### config.mk
export PLATFORM = sky130hd
export DESIGN_NAME = tub_scan_driver
export DESIGN_NICKNAME = d
export VERILOG_FILES = /design/src/rtl/tub_scan_driver.sv
export SDC_FILE = /design/constraint.sdc
export NUM_CORES = 1
export LEC_CHECK = 0
export BUFFER_PORTS_ARGS = -buffer_cell sky130_fd_sc_hd__buf_2
export CORE_MARGIN = 3
export CORE_UTILIZATION = 45
export CTS_BUF_LIST = sky130_fd_sc_hd__clkbuf_2 sky130_fd_sc_hd__clkbuf_4 sky130_fd_sc_hd__clkbuf_8
export DETAILED_ROUTE_END_ITERATION = 6
export PLACE_DENSITY_LB_ADDON = 0.05
export RECOVER_POWER = 50
export SLEW_MARGIN = 20
export SYNTH_ARGS = -nofsm -noshare
export SYNTH_HDL_FRONTEND = slang
export SYNTH_SLANG_ARGS = --single-unit
### constraint.sdc
create_clock -name clk -period 1.7 [get_ports clk]
set_clock_uncertainty 0.2 [all_clocks]
set_input_delay 0.17 -clock clk [delete_from_list [all_inputs] [get_ports clk]]
set_output_delay 0.17 -clock clk [all_outputs]
set_load 0.05 [all_outputs]
### src/rtl/tub_scan_driver.sv
// Two-digit segment scan driver.
// Shows the sign digit and then the absolute-value digit on one shared segment
// bus, with an all-off gap after each digit to suppress ghosting. Both segment
// patterns are captured into shadow registers once per frame, so a digit cannot
// change while it is on the bus.
module tub_scan_driver #(
  parameter int SHOW_CYC  = 4,
  parameter int BLANK_CYC = 2
) (
  input  logic       clk,
  input  logic       rst,
  input  logic       en,
  input  logic [7:0] tub_sflag_control,
  input  logic [7:0] tub_sabsolut_control,
  output logic [1:0] tub_sel,
  output logic [7:0] tub_control,
  output logic       frame_done
);

  localparam int MAX_CYC = (SHOW_CYC > BLANK_CYC) ? SHOW_CYC : BLANK_CYC;
  localparam int CNT_W   = $clog2(MAX_CYC + 1);

  localparam logic [CNT_W-1:0] SHOW_LAST  = CNT_W'(SHOW_CYC - 1);
  localparam logic [CNT_W-1:0] BLANK_LAST = CNT_W'(BLANK_CYC - 1);
  localparam logic [CNT_W-1:0] CNT_ZERO   = CNT_W'(0);
  localparam logic [CNT_W-1:0] CNT_ONE    = CNT_W'(1);

  typedef enum logic [1:0] {
    SHOW0  = 2'd0,
    BLANK0 = 2'd1,
    SHOW1  = 2'd2,
    BLANK1 = 2'd3
  } scan_state_e;

  scan_state_e      state_q, state_d;
  logic [CNT_W-1:0] cnt_q, cnt_d;
  logic [7:0]       shadow_flag_q, shadow_flag_d;
  logic [7:0]       shadow_abs_q, shadow_abs_d;
  logic             frame_done_q, frame_done_d;

  // State, dwell counter, shadow patterns and frame pulse registers.
  always_ff @(posedge clk) begin
    if (rst) begin
      state_q       <= SHOW0;
      cnt_q         <= CNT_ZERO;
      shadow_flag_q <= 8'h00;
      shadow_abs_q  <= 8'h00;
      frame_done_q  <= 1'b0;
    end else begin
      state_q       <= state_d;
      cnt_q         <= cnt_d;
      shadow_flag_q <= shadow_flag_d;
      shadow_abs_q  <= shadow_abs_d;
      frame_done_q  <= frame_done_d;
    end
  end

  // Scan sequencing: advance through the four phases, reload shadows at the frame wrap.
  always_comb begin
    state_d       = state_q;
    cnt_d         = cnt_q;
    shadow_flag_d = shadow_flag_q;
    shadow_abs_d  = shadow_abs_q;
    frame_done_d  = 1'b0;

    if (!en) begin
      // Disabled: park at frame start and keep tracking the inputs so the
      // first enabled cycle already shows current data.
      state_d       = SHOW0;
      cnt_d         = CNT_ZERO;
      shadow_flag_d = tub_sflag_control;
      shadow_abs_d  = tub_sabsolut_control;
    end else begin
      case (state_q)
        SHOW0: begin
          if (cnt_q == SHOW_LAST) begin
            state_d = BLANK0;
            cnt_d   = CNT_ZERO;
          end else begin
            cnt_d   = cnt_q + CNT_ONE;
          end
        end
        BLANK0: begin
          if (cnt_q == BLANK_LAST) begin
            state_d = SHOW1;
            cnt_d   = CNT_ZERO;
          end else begin
            cnt_d   = cnt_q + CNT_ONE;
          end
        end
        SHOW1: begin
          if (cnt_q == SHOW_LAST) begin
            state_d = BLANK1;
            cnt_d   = CNT_ZERO;
          end else begin
            cnt_d   = cnt_q + CNT_ONE;
          end
        end
        BLANK1: begin
          if (cnt_q == BLANK_LAST) begin
            // Frame boundary: the only enabled point where new data is taken.
            state_d       = SHOW0;
            cnt_d         = CNT_ZERO;
            shadow_flag_d = tub_sflag_control;
            shadow_abs_d  = tub_sabsolut_control;
            frame_done_d  = 1'b1;
          end else begin
            cnt_d         = cnt_q + CNT_ONE;
          end
        end
        default: begin
          state_d = SHOW0;
          cnt_d   = CNT_ZERO;
        end
      endcase
    end
  end

  // Digit select and segment bus decode; dark whenever disabled or blanking.
  always_comb begin
    tub_sel     = 2'b00;
    tub_control = 8'h00;
    if (!en) begin
      tub_sel     = 2'b00;
      tub_control = 8'h00;
    end else begin
      case (state_q)
        SHOW0: begin
          tub_sel     = 2'b01;
          tub_control = shadow_flag_q;
        end
        SHOW1: begin
          tub_sel     = 2'b10;
          tub_control = shadow_abs_q;
        end
        BLANK0, BLANK1: begin
          tub_sel     = 2'b00;
          tub_control = 8'h00;
        end
        default: begin
          tub_sel     = 2'b00;
          tub_control = 8'h00;
        end
      endcase
    end
  end

  assign frame_done = frame_done_q;

endmodule

==> results.json <==
{
  "start_util_pct": 49.90,
  "p_per_area_nw_per_um2": 588.3,
  "worst_setup_hold_path_clk_slew_ns": 0.14,
  "area_delta_synth_final_pct": 59.60,
  "holdCritPathClass": "in2reg",
  "worstPathCellList": "inv_4 > ha_4 > buf_8 > o21ai_2 > and2_4 > buf_8",
  "routed_via_density": 5.132,
  "placed_cell_area_um2": 1523,
  "place.gp.congestion": 0.7181,
  "crit_path_end_kind": "primary output",
  "tightestPinTransition_ns": 0.5912,
  "first_iter_violations": 30,
  "tritoncts": "done",
  "grtUsageTotal_pct": 20.23,
  "status": "finished with violations",
  "grt_pass1_wl_mm": 5.402,
  "ys_seq_area_share_pct": 33.78,
  "vias": 1206,
  "worstPathArrival_ns": 1.57,
  "slowest_delay_ns": 0.39,
  "max_freq_mhz": 515.0,
  "power.switching_mw": 0.3104,
  "firstDrtPassIters": 4,
  "avgSynthCellArea_um2": 8.750,
  "grt_max_degree": 33,
  "crit_path_max_fanout": 6,
  "hold_viol_final": 0,
  "fin_hold_ws_ns": 0.03761,
  "fin_ws_ns": -0.2419,
  "antenna_found_initial": 0,
  "maxSlewViolCount": 0,
  "relSlewSlack_pct": 60.50,
  "pin_count": 30,
  "die_x_um": 59.83,
  "seqPwrFrac_pct": 45.5,
  "syn_nets": 178,
  "drc": 0,
  "numCtsBuffers": 3,
  "dp_cells": 209,
  "p_comb_share_pct": 20.1,
  "rsz0062_at_grt": "yes",
  "critPathSlowestCell": "dfxtp_2",
  "pre_cts_ws_ns": -0.1734,
  "fin_crit_sh_pct": 114.2,
  "wirelength_mm": 3.490,
  "post-route-min-period_ns": 1.942,
  "total_leakage_power_nw": 0.8876,
  "ant_nets": 0,
  "clk_latency_ns": 0.34,
  "timing.max_cap.violations": 0,
  "die_h_um": 59.83,
  "netlist_area_um2": 1304,
  "p_int_mw": 0.9136,
  "grt-ovfl-total": 0,
  "violations": "negative setup slack",
  "drt-wirelength-per-cell_um": 14.85,
  "first_global_vias": 1230,
  "cts.sinks": 22,
  "worstSetupStartpointType": "flop",
  "clockBufferDepth": 2,
  "synth.top_cell.area_share_pct": 33.78,
  "drive_gt1_share_pct": 42.93,
  "coreArea_um2": 2613,
  "ys_types": 22,
  "nets": 235,
  "ys_ff_latch": 22,
  "synth_area_leader_cell": "dfxtp_1",
  "setup_viol": 10,
  "vdd_drop_max_v": 0.0005721,
  "post-dp-hpwl_mm": 1.876,
  "netSwitchingFraction_pct": 25.36,
  "die_area_um2": 3579,
  "layoutNonFillerInstCount": 235,
  "h-tree-depth": 1,
  "rows": 18,
  "final_area_um2": 2081,
  "critPathKind": "reg2out",
  "synthCells": 149,
  "cts-root-buf": "clkbuf_4",
  "power_mw": 1.224,
  "yosysWarnings": 0,
  "synth_area_leaders": "dfxtp_1 (34%), nand2b_1 (15%), mux2i_1 (14%)",
  "portBuffers": 29,
  "cp.required_ns": 1.33,
  "num_antenna_cells": 0,
  "clkPwrFrac_pct": 34.4,
  "crit_top_cell": "buf_8"
}
-- layout by cell type, fill, tap and decap left out, types with 2 or more instances in the layout --
cell type | Yosys | final
buf_8 | 0 | 11
dlygate4sd3_1 | 0 | 16
nand2_2 | 0 | 7
buf_2 | 1 | 18
dfxtp_2 | 0 | 3
nor2_1 | 4 | 3
buf_6 | 1 | 5
ha_4 | 0 | 4
and2_4 | 0 | 9
buf_12 | 1 | 2
nand2_1 | 20 | 13
inv_1 | 6 | 4
nand2b_1 | 32 | 32
buf_4 | 0 | 7
ha_2 | 0 | 2
clkbuf_4 | 0 | 3
ha_1 | 10 | 4
mux2i_1 | 18 | 18
o21ai_1 | 0 | 2
o21ai_2 | 0 | 6
dfxtp_1 | 22 | 19
-- sequential cells by signal (all words and copies together), names as in the netlist --
register and count:
shadow_flag_q 8, state_q 2, shadow_abs_q 8, cnt_q 3, frame_done 1
-- cells in the mapped netlist, drive strengths merged --
master and n:
o21ai 9, or3 1, buf 3, clkbuf 6
nand2 20, ha 10, o22a 1, dfxtp 22
nor2b 2, inv 6, a21boi 2, and3 1
o311ai 1, nor2 4, or3b 1, nand2b 32
mux2i 18, and2 10
-- routing by layer --
| metal | routed length [um] | GRT usage (%) | up-vias |
|---|---|---|---|
| met5 | 0 | 0 | - |
| met4 | 40 | 5.696 | 0 |
| met3 | 126 | 3.240 | 5 |
| met2 | 1966 | 39.66 | 26 |
| met1 | 1356 | 21.73 | 585 |
| li1 | - | - | 590 |
-- critical path, delay by kind of cell, from the launching register on --
family | cells | cell delay (ns)
AO/OA/AOI/OAI | 1 | 0.14
adder cells (fa/ha/maj) | 1 | 0.20
buffers and inverters | 3 | 0.35
flip-flops | 1 | 0.39
AND/OR/NAND/NOR | 1 | 0.16
-- power groups by stage --
stage          registers, mW  clock network, mW  logic, mW
3_3_place_gp           0.566                  0      0.169
2_1_floorplan          0.563                  0      0.132
6_report               0.557              0.421      0.246
4_1_cts                0.556              0.419      0.233
5_1_grt                0.561              0.445      0.265
3_5_place_dp           0.567                  0      0.174
-- layout make-up --
type / instances / area [um^2]
clock buffers: 3 / 22.52
clock inverters: 1 / 30.03
fillers: 172 / 531.8
inverters: 6 / 25.02
multi-input cells: 112 / 928.4
flip-flops and latches: 22 / 444.2
well taps: 30 / 37.54
repair buffers: 61 / 593.1
-- kinds of logic (layout without fill, tap and decap cells) --
kind of cell | after synthesis | in the layout | share of synthesized area [%]
flip-flops | 22 | 22 | 33.78
adder cells (fa/ha/maj) | 10 | 10 | 9.597
AO/OA/AOI/OAI | 13 | 13 | 6.238
AND/OR/NAND/NOR | 71 | 71 | 30.33
buffers and inverters | 15 | 71 | 6.237
multiplexers | 18 | 18 | 13.82
-- metrics by stage --
step | util, % | setup TNS (ns)
finish | 79.65 | -1.826
global route | 79.65 | -2.680
CTS | 76.25 | -1.500
detailed placement | 58.29 | -1.440
global placement | 58.29 | -0.9229
floorplan | - | -0.03602
-- worst paths after layout --
kind               from              to  slack [ns]  depth (start not counted)
max reg2reg  state_q[1]        cnt_q[0]           0                          6
min reg2reg    cnt_q[0]        cnt_q[0]        0.26                          1
max          state_q[0]  tub_control[2]       -0.24                          6
min                 rst      state_q[1]        0.04                          4
-- what timing repair did --
action,in CTS,in global routing
hold buffers,16,0
cloned,0,1
pin swaps,6,12
endpoints found under the hold margin,16,0
setup buffers,4,3
resized for setup,67,17
setup endpoints to repair,12,25
Note: power is estimated with default switching activity, not from simulation.
